## src/rtl/wb_arb_pkg.sv

```systemverilog
// Shared types and widths for the two-master Wishbone round-robin arbiter.
package wb_arb_pkg;

  localparam int OUTSTANDING_W = 4;
  localparam int WDOG_W        = 16;

  typedef enum logic [1:0] {
    ST_IDLE   = 2'd0,
    ST_GRANT0 = 2'd1,
    ST_GRANT1 = 2'd2
  } arb_state_t;

  function automatic arb_state_t grant_state(input logic master);
    return master ? ST_GRANT1 : ST_GRANT0;
  endfunction

endpackage

```

## src/rtl/wb_arb_watchdog.sv

```systemverilog
// No-ack watchdog: counts busy cycles without progress and flags expiry.
module wb_arb_watchdog
  import wb_arb_pkg::*;
#(
  parameter int TIMEOUT_CYCLES = 255
) (
  input  logic clk,
  input  logic reset,
  input  logic clear,
  input  logic busy,
  output logic expire
);

  logic [WDOG_W-1:0] count;

  // An ack or a release in the expiry cycle suppresses the expiry.
  assign expire = busy && !clear && (count == WDOG_W'(TIMEOUT_CYCLES));

  // NOTE: sequential state uses non-blocking assignments so every flop samples pre-edge values.
  always_ff @(posedge clk) begin
    if (reset || clear || !busy || expire) begin
      count <= '0;
    end else begin
      count <= count + WDOG_W'(1);
    end
  end

endmodule

```

## src/rtl/wb_rr_arbiter.sv

```systemverilog
// Two-master pipelined Wishbone arbiter: per-tenure round-robin grant,
// outstanding-request tracking and a no-ack watchdog.
module wb_rr_arbiter
  import wb_arb_pkg::*;
#(
  parameter int TIMEOUT_CYCLES  = 255,
  parameter int MAX_OUTSTANDING = 15
) (
  input  logic        clk,
  input  logic        reset,
  input  logic        m0_cyc,
  input  logic        m0_stb,
  input  logic        m0_we,
  input  logic [31:0] m0_addr,
  input  logic [31:0] m0_wdata,
  output logic        m0_ack,
  output logic        m0_stall,
  output logic        m0_err,
  output logic [31:0] m0_rdata,
  input  logic        m1_cyc,
  input  logic        m1_stb,
  input  logic        m1_we,
  input  logic [31:0] m1_addr,
  input  logic [31:0] m1_wdata,
  output logic        m1_ack,
  output logic        m1_stall,
  output logic        m1_err,
  output logic [31:0] m1_rdata,
  output logic        s_cyc,
  output logic        s_stb,
  output logic        s_we,
  output logic [31:0] s_addr,
  output logic [31:0] s_wdata,
  input  logic        s_ack,
  input  logic        s_stall,
  input  logic [31:0] s_rdata
);

  arb_state_t               state;
  logic                     last;
  logic [OUTSTANDING_W-1:0] outstanding;

  logic in_grant, sel1, grant_cyc, other_cyc, at_limit;
  logic ack_valid, accept, release_bus, wdog_busy, wdog_clear, wdog_expire;

  // NOTE: every always_comb output gets a default first so no path infers a latch.
  always_comb begin
    in_grant    = 1'b0;
    sel1        = 1'b0;
    grant_cyc   = 1'b0;
    other_cyc   = 1'b0;
    at_limit    = 1'b0;
    ack_valid   = 1'b0;
    release_bus = 1'b0;
    s_cyc       = 1'b0;
    s_stb       = 1'b0;
    m0_ack      = 1'b0;
    m1_ack      = 1'b0;

    in_grant  = (state == ST_GRANT0) || (state == ST_GRANT1);
    sel1      = (state == ST_GRANT1);
    grant_cyc = in_grant && (sel1 ? m1_cyc : m0_cyc);
    other_cyc = sel1 ? m0_cyc : m1_cyc;
    at_limit  = (outstanding == OUTSTANDING_W'(MAX_OUTSTANDING));
    // Acks with nothing outstanding are strays and never reach a master.
    ack_valid   = in_grant && s_ack && (outstanding != '0);
    release_bus = in_grant && !grant_cyc;

    s_cyc  = grant_cyc;
    s_stb  = grant_cyc && (sel1 ? m1_stb : m0_stb) && !at_limit;
    m0_ack = (state == ST_GRANT0) && ack_valid;
    m1_ack = (state == ST_GRANT1) && ack_valid;
  end

  assign s_we     = sel1 ? m1_we    : m0_we;
  assign s_addr   = sel1 ? m1_addr  : m0_addr;
  assign s_wdata  = sel1 ? m1_wdata : m0_wdata;
  assign m0_stall = (state != ST_GRANT0) || s_stall || at_limit;
  assign m1_stall = (state != ST_GRANT1) || s_stall || at_limit;
  assign m0_rdata = s_rdata;
  assign m1_rdata = s_rdata;

  assign accept     = s_stb && !s_stall;
  assign wdog_busy  = in_grant && (outstanding != '0);
  assign wdog_clear = ack_valid || release_bus;

  wb_arb_watchdog #(
    .TIMEOUT_CYCLES(TIMEOUT_CYCLES)
  ) u_watchdog (
    .clk    (clk),
    .reset  (reset),
    .clear  (wdog_clear),
    .busy   (wdog_busy),
    .expire (wdog_expire)
  );

  always_ff @(posedge clk) begin
    if (reset) begin
      state       <= ST_IDLE;
      last        <= 1'b1;
      outstanding <= '0;
      m0_err      <= 1'b0;
      m1_err      <= 1'b0;
    end else begin
      m0_err <= 1'b0;
      m1_err <= 1'b0;
      case (state)
        ST_IDLE: begin
          outstanding <= '0;
          if (m0_cyc && m1_cyc) begin
            state <= grant_state(!last);
          end else if (m0_cyc) begin
            state <= ST_GRANT0;
          end else if (m1_cyc) begin
            state <= ST_GRANT1;
          end
        end
        ST_GRANT0, ST_GRANT1: begin
          if (!grant_cyc) begin
            // Release beats a same-cycle expiry; a waiting master takes over with no idle gap.
            last        <= sel1;
            state       <= other_cyc ? grant_state(!sel1) : ST_IDLE;
            outstanding <= '0;
          end else if (wdog_expire) begin
            m0_err      <= !sel1;
            m1_err      <= sel1;
            last        <= sel1;
            state       <= ST_IDLE;
            outstanding <= '0;
          end else if (accept && !ack_valid) begin
            outstanding <= outstanding + OUTSTANDING_W'(1);
          end else if (ack_valid && !accept) begin
            outstanding <= outstanding - OUTSTANDING_W'(1);
          end
        end
        default: begin
          state       <= ST_IDLE;
          outstanding <= '0;
        end
      endcase
    end
  end

endmodule

```

## config.mk

```make
export PLATFORM = sky130hd
export DESIGN_NAME = wb_rr_arbiter
export DESIGN_NICKNAME = d
export VERILOG_FILES = /design/src/rtl/wb_arb_pkg.sv /design/src/rtl/wb_arb_watchdog.sv /design/src/rtl/wb_rr_arbiter.sv
export SDC_FILE = /design/constraint.sdc
export NUM_CORES = 1
export LEC_CHECK = 0
export CORE_AREA = 5 5 116 118
export CTS_CLUSTER_DIAMETER = 150
export DETAILED_ROUTE_END_ITERATION = 10
export DIE_AREA = 0 0 121 123
export PLACE_DENSITY = 0.65
export SLEW_MARGIN = 20
export SYNTH_ARGS = -nofsm -noshare
export SYNTH_HDL_FRONTEND = slang
export SYNTH_SLANG_ARGS = --single-unit
```

## constraint.sdc

```tcl
create_clock -name clk -period 4.18 [get_ports clk]
set_input_delay 0.627 -clock clk [delete_from_list [all_inputs] [get_ports clk]]
set_output_delay 0.627 -clock clk [all_outputs]
set_load 0.02 [all_outputs]
```

Word-level counts from Yosys, hierarchy flattened
Index checks and enable logic that the tools add are counted.
- flip-flop bits (word level): 25
- bits of input ports: 170
- output and inout port bits: 137
- add/subtract/negate cells: 3
- eq/ne operators: 9
- muxes and demuxes: 19
- bitwise gates (word level): 3
- reduce and logical (&&, ||, !) cells: 40
- operators with widths (cell ; count):
    2-to-1 mux 32 bit ; 2
    adder 16 x 1 -> 16 bit, second input constant ; 1
    equality test 16 x 8 -> 1 bit, second input constant ; 1
    2-to-1 mux 2 bit ; 8
    logical AND 1 bit ; 15
    logical OR 1 bit ; 9
    logical NOT 1 bit ; 8
    2-to-1 mux 4 bit ; 2
    OR reduction 4 bit ; 2
    2-to-1 mux 1 bit ; 6
    adder 4 x 1 -> 4 bit, second input constant ; 1
    equality test 4 bit, second input constant ; 1
    inequality test 2 x 1 -> 1 bit, second input constant ; 2
    inequality test 4 bit, second input constant ; 1
    case mux 2 bit (2 select lines) ; 1
    AND reduction 2 bit ; 2
    nonzero test 4 bit ; 1
    subtractor 4 x 1 -> 4 bit, second input constant ; 1
    inequality test 3 x 2 -> 1 bit, second input constant ; 1
    NOT 1 bit ; 3
    equality test 2 x 1 -> 1 bit, second input constant ; 1
    equality test 2 bit, second input constant ; 1
    logical NOT 2 bit ; 1
    inequality test 2 bit, second input constant ; 1
    2 further kinds ; 2

Logic depth before layout (Yosys ltp)
Gate-level depths: netlist (run 1).
- depth in word-level cells: 12
- gate-level depth with buffers: 14
- depth with buffers taken out: 13

By module
A second synthesis (run 1) with hierarchy kept.
- cell total of the unflattened synthesis: 295
- area total of the unflattened synthesis: 2672.6 um2
- by module, submodules not included (module ; times used ; cells an instance ; area each (um2) ; seq. area each (um2)):
    wb_rr_arbiter ; 1 ; 214 ; 1928.1 ; 180.2
    wb_arb_watchdog ; 1 ; 81 ; 744.5 ; 320.3

Worst setup path after synthesis (run 1)
OpenSTA, ideal clock, no wires.
- path type: register -> register
- start point: reg state[0]
- end point: reg outstanding[3]
- setup time: 0.070 ns
- arrival: 2.646 ns
- setup slack: 1.465 ns
- cell stages (with the launch flop): 14
- path buffers: 0
- cells stage by stage: dfxtp_1 > inv_1 > ha_1 > mux2_4 > nand2_4 > nor4_1 > ha_1 > inv_1 > ha_1 > a21o_1 > a21oi_1 > xnor2_1 > or3_1 > a21oi_1
- word-level cells in the longest chain between the ends: 10
- elaborated cells on any way between the ends: 28
- classes of those cells: eq/ne (2); mux (3); bitwise (2); reduce/logical (21)
- ends and longest elaborated chain (item ; line ; text):
    start: declaration ; wb_rr_arbiter.sv:39 ; arb_state_t state;
    start signal: assignment ; wb_rr_arbiter.sv:111 ; state <= grant_state(!last);
    start signal: assignment ; wb_rr_arbiter.sv:122 ; state <= other_cyc ? grant_state(!sel1) : ST_IDLE;
    equality test 2 bit or equality test 2 x 1 -> 1 bit (tied branches) ; wb_rr_arbiter.sv:60, wb_rr_arbiter.sv:61, wb_rr_arbiter.sv:107 ;
    2-to-1 mux 1 bit or logical OR 1 bit (tied branches) ; wb_rr_arbiter.sv:62, wb_rr_arbiter.sv:60 ;
    logical AND 1 bit ; wb_rr_arbiter.sv:62 ; grant_cyc = in_grant && (sel1 ? m1_cyc : m0_cyc);
    logical NOT 1 bit ; - ;
    logical AND 1 bit ; wb_rr_arbiter.sv:67 ; release_bus = in_grant && !grant_cyc;
    logical OR 1 bit ; wb_rr_arbiter.sv:85 ; assign wdog_clear = ack_valid || release_bus;
    logical NOT 1 bit ; wb_arb_watchdog.sv:17 ; assign expire = busy && !clear && (count == WDOG_W'(TIMEOUT_CYCLES));
    logical AND 1 bit (2 in series) ; wb_arb_watchdog.sv:17 ;
    OR reduction 4 bit (no source line) ; - ;
    end signal: assignment ; wb_rr_arbiter.sv:131 ; outstanding <= outstanding + OUTSTANDING_W'(1);
    end signal: assignment ; wb_rr_arbiter.sv:133 ; outstanding <= outstanding - OUTSTANDING_W'(1);
    end: declaration ; wb_rr_arbiter.sv:41 ; logic [OUTSTANDING_W-1:0] outstanding;
Several ways; a longest one is shown, not always the timed one.
A chain may end at the register's enable or synchronous reset.

Final worst setup path (run 1)
- start point: reg state[0]
- end point: out s_wdata[15]
- word-level cells in the longest chain between the ends: 2
- ends and longest elaborated chain (item ; line ; text):
    equality test 2 bit ; wb_rr_arbiter.sv:61 ; sel1 = (state == ST_GRANT1);
    via sel1 ; wb_rr_arbiter.sv:43 ; logic in_grant, sel1, grant_cyc, other_cyc, at_limit;
    2-to-1 mux 32 bit ; wb_rr_arbiter.sv:77 ; assign s_wdata = sel1 ? m1_wdata : m0_wdata;
    end: declaration ; wb_rr_arbiter.sv:33 ; output logic [31:0] s_wdata,
The timed path passes the listed nets, and every way through them passes these cells.

==> flow_metrics.py, run 1 <==
metrics = {
    "floorplanning": {
        "rows": 41,
        "dieHeight_um": 123,
        "die_w_um": 121,
        "io_pins": 307,
        "start_util_pct": 22.4,
        "die_area_um2": 14900,
        "core_area_um2": 12400,
    },
    "clocking": {
        "cts_buffers": 3,
        "post_cts_buffers": 0,
        "max-clock-path-buffers": 2,
        "insertion_delay_ns": 0.26,
        "clkTransAtPathRegs_ns": 0.07,
        "cts_max_level": 1,
        "cts_tree": "done",
        "cts_hold_buffers": 0,
        "cts.sinks": 25,
        "root_buffer": "clkbuf_16",
        "cts_resized": 0,
    },
    "timing": {
        "fin_ws_ns": 0.980,
        "finalHoldViolCount": 0,
        "layout_min_cycle_time_ns": 3.20,
        "tns_ns": 0,
        "finClkSkew_ns": 0.00432,
        "drv_slew": 0,
        "worst_slew_pin_slew_ns": 0.521,
        "rsz0062_at_grt": "false",
        "whs_ns": 0.511,
        "timing.final.crit_share_pct": 76.6,
        "setup_viol": 0,
        "slew_headroom_pct": 65.2,
        "max_freq_mhz": 312,
    },
    "global_routing": {
        "grt-ovfl-total": 0,
        "grt_pass1_wl_mm": 16.6,
        "grt_pass1_vias": 2705,
        "grt_max_degree": 52,
        "grt_antenna_before_repair": 2,
        "grtUsageTotal_pct": 14.7,
    },
    "synthesis": {
        "yosys.area.top_type": "mux2_2",
        "synthFlopType": "dfxtp_1",
        "synth.distinct_cells": 47,
        "async_flop_share_pct": 0,
        "synth_area_leaders": "mux2_2 (26%), dfxtp_1 (18%), buf_4 (17%)",
        "synth_edf_count": 0,
        "synth_top_area_share_pct": 26.4,
        "syn_nets": 478,
        "netlist_area_um2": 2770,
        "synth.avg_cell_area_um2": 9.30,
        "ys_ff_latch": 25,
        "synth_common_cells": "mux2_2 (65), buf_4 (64), dfxtp_1 (25)",
        "ys_warn_count": 0,
        "syn_inst": 298,
        "ys_seq_area_share_pct": 18.1,
        "synth.most_common_cell": "mux2_2",
    },
    "run_status": {
        "status": "finished, final reports clean",
    },
    "worst_setup_path": {
        "cp-start-kind": "register",
        "cp-end-kind": "output port",
        "reg2reg_setup_slack_ns": 1.18,
        "critical_path_class": "register to output port",
        "r2r-start": "state[0]$_SDFFE_PP0P_",
        "required_ns": 3.55,
        "r2r_cells": 13,
        "path_max_fanout": 51,
        "endpoint": "s_wdata[15]",
        "cp.arrival_ns": 2.57,
        "critPathLaunch": "state[0]$_SDFFE_PP0P_",
        "rr_endpoint": "outstanding[3]$_SDFFE_PP0P_",
    },
    "place": {
        "dpl.hpwl_mm": 10.4,
        "place_ws_ns": 0.838,
        "gp_congestion": 0.828,
        "port_buffers": 210,
    },
    "drt": {
        "post_drt_via_cell_ratio": 4.29,
        "drtIter0Drc": 88,
        "num_vias": 2620,
        "wl_per_cell_um": 19.6,
        "routed_wl_mm": 11.9,
        "drtAntennaViolNets": 0,
        "drc": 0,
        "first_pass_iters": 4,
    },
    "layout": {
        "nNetsFinal": 619,
        "drive_gt1_share_pct": 21.2,
        "areaGrowthSynthToFinish_pct": 68.0,
        "nFillCells": 1245,
        "fin_util_pct": 37.7,
    },
    "run": {
        "cap_violations": 0,
    },
    "pwr": {
        "leakage_nw": 1.65,
        "power_density_nw_per_um2": 357,
        "irDropWorstVdd_uv": 158,
    },
    "hold_path": {
        "min_from": "u_watchdog.count[0]$_SDFF_PP0_",
        "hp-class": "register to register",
    },
}
## worst min path at each step
stage / end / cells after the start
detailed placement: u_watchdog.count[0]$_SDFF_PP0_ / 1
finish: u_watchdog.count[0]$_SDFF_PP0_ / 1
CTS: u_watchdog.count[0]$_SDFF_PP0_ / 1
global route: u_watchdog.count[0]$_SDFF_PP0_ / 1
floorplan: u_watchdog.count[0]$_SDFF_PP0_ / 1
global placement: u_watchdog.count[0]$_SDFF_PP0_ / 1
## area by class of cell
cell class              count  area (µm²)  share of cell area (%)
inverters                   7        26.3                   0.564
flip-flops and latches     25         500                    10.7
diodes                      1        2.50                  0.0537
clock buffers               3        75.1                    1.61
well taps                 172         215                    4.62
clock inverters             1        7.51                   0.161
repair buffers            211        2120                    45.6
multi-input cells         191        1710                    36.7
## metrics by stage
| step | area, µm² | cells | power, mW |
|---|---|---|---|
| global route | 4660 | 611 | 1.75 |
| floorplan | 2770 | 298 | 0.989 |
| CTS | 4650 | 610 | 1.68 |
| detailed placement | 4570 | 606 | 1.45 |
| global placement | 4570 | 606 | 1.45 |
| finish | 4660 | 611 | 1.66 |
## layout by cell type (no fill, tap or decap), types with 3 or more instances in the layout
cell type and instances:
clkdlybuf4s50_1 210, xor2_1 10, a21oi_1 7, nand4_1 4, clkbuf_16 3, nor2_1 18, nor4_1 3, mux2i_1 3
inv_1 7, nand2_1 9, and3_1 4, and4_1 3, o21ai_0 5, ha_1 8, nor2_4 8, nand3_1 5
xnor2_1 7, mux2_2 65, dfxtp_1 25
## sequential cells by signal, indices dropped and copies added (netlist names)
name and flops:
u_watchdog.count 16, outstanding 4, state 2, last 1
m0_err 1, m1_err 1
## worst max-delay path, stage by stage (launching register included)
cell	delay, ns
dfxtp_1	0.34
inv_1	0.11
ha_2	0.53
buf_12	0.33
mux2_2	0.43
clkdlybuf4s50_1	0.56
## logic make-up after synthesis
group	after synthesis	share of synthesized area, %
AO/OA/AOI/OAI	19	4.15
XOR/XNOR	17	5.37
adder cells (fa/ha/maj)	10	4.79
buffers and inverters	82	20.5
flip-flops	25	18.1
multiplexers	69	28.0
AND/OR/NAND/NOR	76	19.1
## where the power goes
| group | internal (mW) | switching, mW |
|---|---|---|
| Sequential | 0.248 | 0.00997 |
| Combinational | 0.622 | 0.562 |
| Clock | 0.130 | 0.0900 |
## layer usage
layer	up-vias	wire [µm]	GRT usage [%]
li1	1249	-	-
met1	1187	4540	18.4
met2	164	5850	24.0
met3	16	1260	4.99
met4	4	170	3.12
met5	-	133	5.56
No activity file was read; power rests on OpenSTA's default activity.
==> inputs of run 2 (changes only) <==
CORE_AREA = 5 5 117 119   (was 5 5 116 118)
DIE_AREA = 0 0 122 124   (was 0 0 121 123)
PLACE_DENSITY = 0.64   (was 0.65)
clock period = 3.05 ns   (was 4.18 ns; I/O delays follow)
==> flow_metrics.py, run 2 (same netlist as run 1, synthesis figures left out) <==
metrics = {
    "run_status": {
        "status": "finished, final reports clean",
    },
    "worst_setup_path": {
        "required_ns": 3.24,
        "cp_slowest_cell": "dfxtp_1",
        "cp-start-kind": "register",
        "max_stage_delay_ns": 0.37,
        "cp.arrival_ns": 3.04,
        "crit_chain": "inv_1 -> ha_2 -> mux2_4 -> nand2_4 -> nor4_2 -> ha_2 -> inv_1 -> ha_1 -> a21o_1 -> a21oi_1 -> xnor2_1 -> or3_1 -> a21oi_1",
        "cp-end-kind": "register",
        "path_max_fanout": 6,
        "critical_path_class": "register to register",
    },
    "global_routing": {
        "grt_pass1_wl_mm": 15.9,
        "grt_pass1_vias": 2625,
        "grt_max_degree": 51,
        "grt_antenna_before_repair": 1,
        "grt-ovfl-total": 0,
        "grtUsageTotal_pct": 13.9,
    },
    "floorplanning": {
        "start_util_pct": 22.2,
        "die_area_um2": 15100,
        "dieHeight_um": 124,
        "core_area_um2": 12500,
        "io_pins": 307,
        "rows": 41,
        "die_w_um": 122,
    },
    "layout": {
        "top_register": "u_watchdog.count",
        "final_cell_mix": "clkdlybuf4s50_1 (210), mux2_2 (65), dfxtp_1 (25)",
        "reg_top3": "u_watchdog.count: 16 flops, outstanding: 4 flops, state: 2 flops",
        "nNetsFinal": 622,
        "fin_area_um2": 4700,
        "register_area_um2": 500,
        "multiInputGateArea_um2": 1730,
        "nFillCells": 1252,
        "drive_gt1_share_pct": 22.7,
        "fin_util_pct": 37.7,
        "areaGrowthSynthToFinish_pct": 69.5,
        "final_common_cell": "clkdlybuf4s50_1",
        "insertedDiodeCount": 0,
        "largest_reg_flops": 16,
    },
    "timing": {
        "setup_viol": 0,
        "worst_slew_pin_slew_ns": 0.387,
        "rsz0062_at_grt": "false",
        "timing.final.crit_share_pct": 93.6,
        "slew_headroom_pct": 74.0,
        "layout_min_cycle_time_ns": 2.85,
        "whs_ns": 0.508,
        "finClkSkew_ns": 0.00428,
        "tns_ns": 0,
        "max_freq_mhz": 350,
        "drv_slew": 0,
        "finalHoldViolCount": 0,
    },
    "pwr": {
        "power_density_nw_per_um2": 489,
        "leakage_nw": 1.67,
        "irDropWorstVdd_uv": 228,
        "p_total_mw": 2.30,
    },
    "drt": {
        "post_drt_via_cell_ratio": 4.29,
        "first_pass_iters": 4,
        "wl_per_cell_um": 19.4,
        "drc": 0,
        "routed_wl_mm": 11.9,
        "drtIter0Drc": 80,
        "num_vias": 2627,
        "drtAntennaViolNets": 0,
    },
    "place": {
        "dpl_cell_area_um2": 4600,
        "dpl.hpwl_mm": 10.3,
        "gp_congestion": 0.820,
        "port_buffers": 210,
    },
    "clocking": {
        "cts_hold_buffers": 0,
        "clkTransAtPathRegs_ns": 0.06,
        "cts.sinks": 25,
        "cts_max_level": 1,
        "post_cts_buffers": 0,
        "root_buffer": "clkbuf_16",
        "cts_tree": "done",
        "max-clock-path-buffers": 2,
        "cts_buffers": 3,
        "insertion_delay_ns": 0.26,
    },
    "hold_path": {
        "hp-class": "register to register",
    },
    "run": {
        "cap_violations": 0,
    },
}
==> run 2: final cells by class <==
cell class / instances / share of cell area (%)
clock buffers: 3 / 1.60
well taps: 172 / 4.58
multi-input cells: 191 / 36.8
inverters: 7 / 0.559
clock inverters: 1 / 0.107
repair buffers: 214 / 45.7
flip-flops and latches: 25 / 10.7
==> run 2: power by group <==
part	internal, mW	switching, mW
clock network	0.177	0.113
logic	0.876	0.776
registers	0.341	0.0163
total	1.39	0.905
==> run 2: stage by stage <==
step           std cells  setup slack, ns
2_1_floorplan        298            0.335
3_3_place_gp         609           0.0639
3_5_place_dp         609          -0.0319
4_1_cts              613           0.0665
5_1_grt              613           0.0104
6_report             613            0.196
==> run 2: timing repair <==
| item | in CTS | in global routing |
|---|---|---|
| gates resized for setup | 0 | 4 |
| endpoints found under the hold margin | 0 | 0 |
| endpoints found under the setup margin | 0 | 1 |
==> run 2: metal layers <==
| metal | vias to the layer above | wire (µm) | GRT usage, % |
|---|---|---|---|
| met2 | 155 | 5650 | 21.8 |
| met5 | - | 12 | 0 |
| li1 | 1256 | - | - |
| met4 | 2 | 276 | 4.55 |
| met3 | 13 | 1460 | 6.99 |
| met1 | 1201 | 4460 | 16.5 |
==> run 2: worst paths after layout <==
kind,depth (start not counted),startpoint,slack (ns),end
setup / recovery,13,state[0]$_SDFFE_PP0P_,0.20,outstanding[3]$_SDFFE_PP0P_
hold / removal,1,u_watchdog.count[0]$_SDFF_PP0_,0.51,u_watchdog.count[0]$_SDFF_PP0_
setup reg to reg,13,state[0]$_SDFFE_PP0P_,0.20,outstanding[3]$_SDFFE_PP0P_
hold reg to reg,1,u_watchdog.count[0]$_SDFF_PP0_,0.51,u_watchdog.count[0]$_SDFF_PP0_
==> run 2: worst max-delay path, delay by kind of cell, from the launching register on <==
kind                       cells  cell delay (ns)
adders and majority gates      3             0.76
AOI/OAI and AO/OA              3             0.51
DFF                            1             0.37
and+or+nand+nor                3             0.60
xor gates and xnor gates       1             0.10
buffers and inverters          2             0.20
muxes                          1             0.24
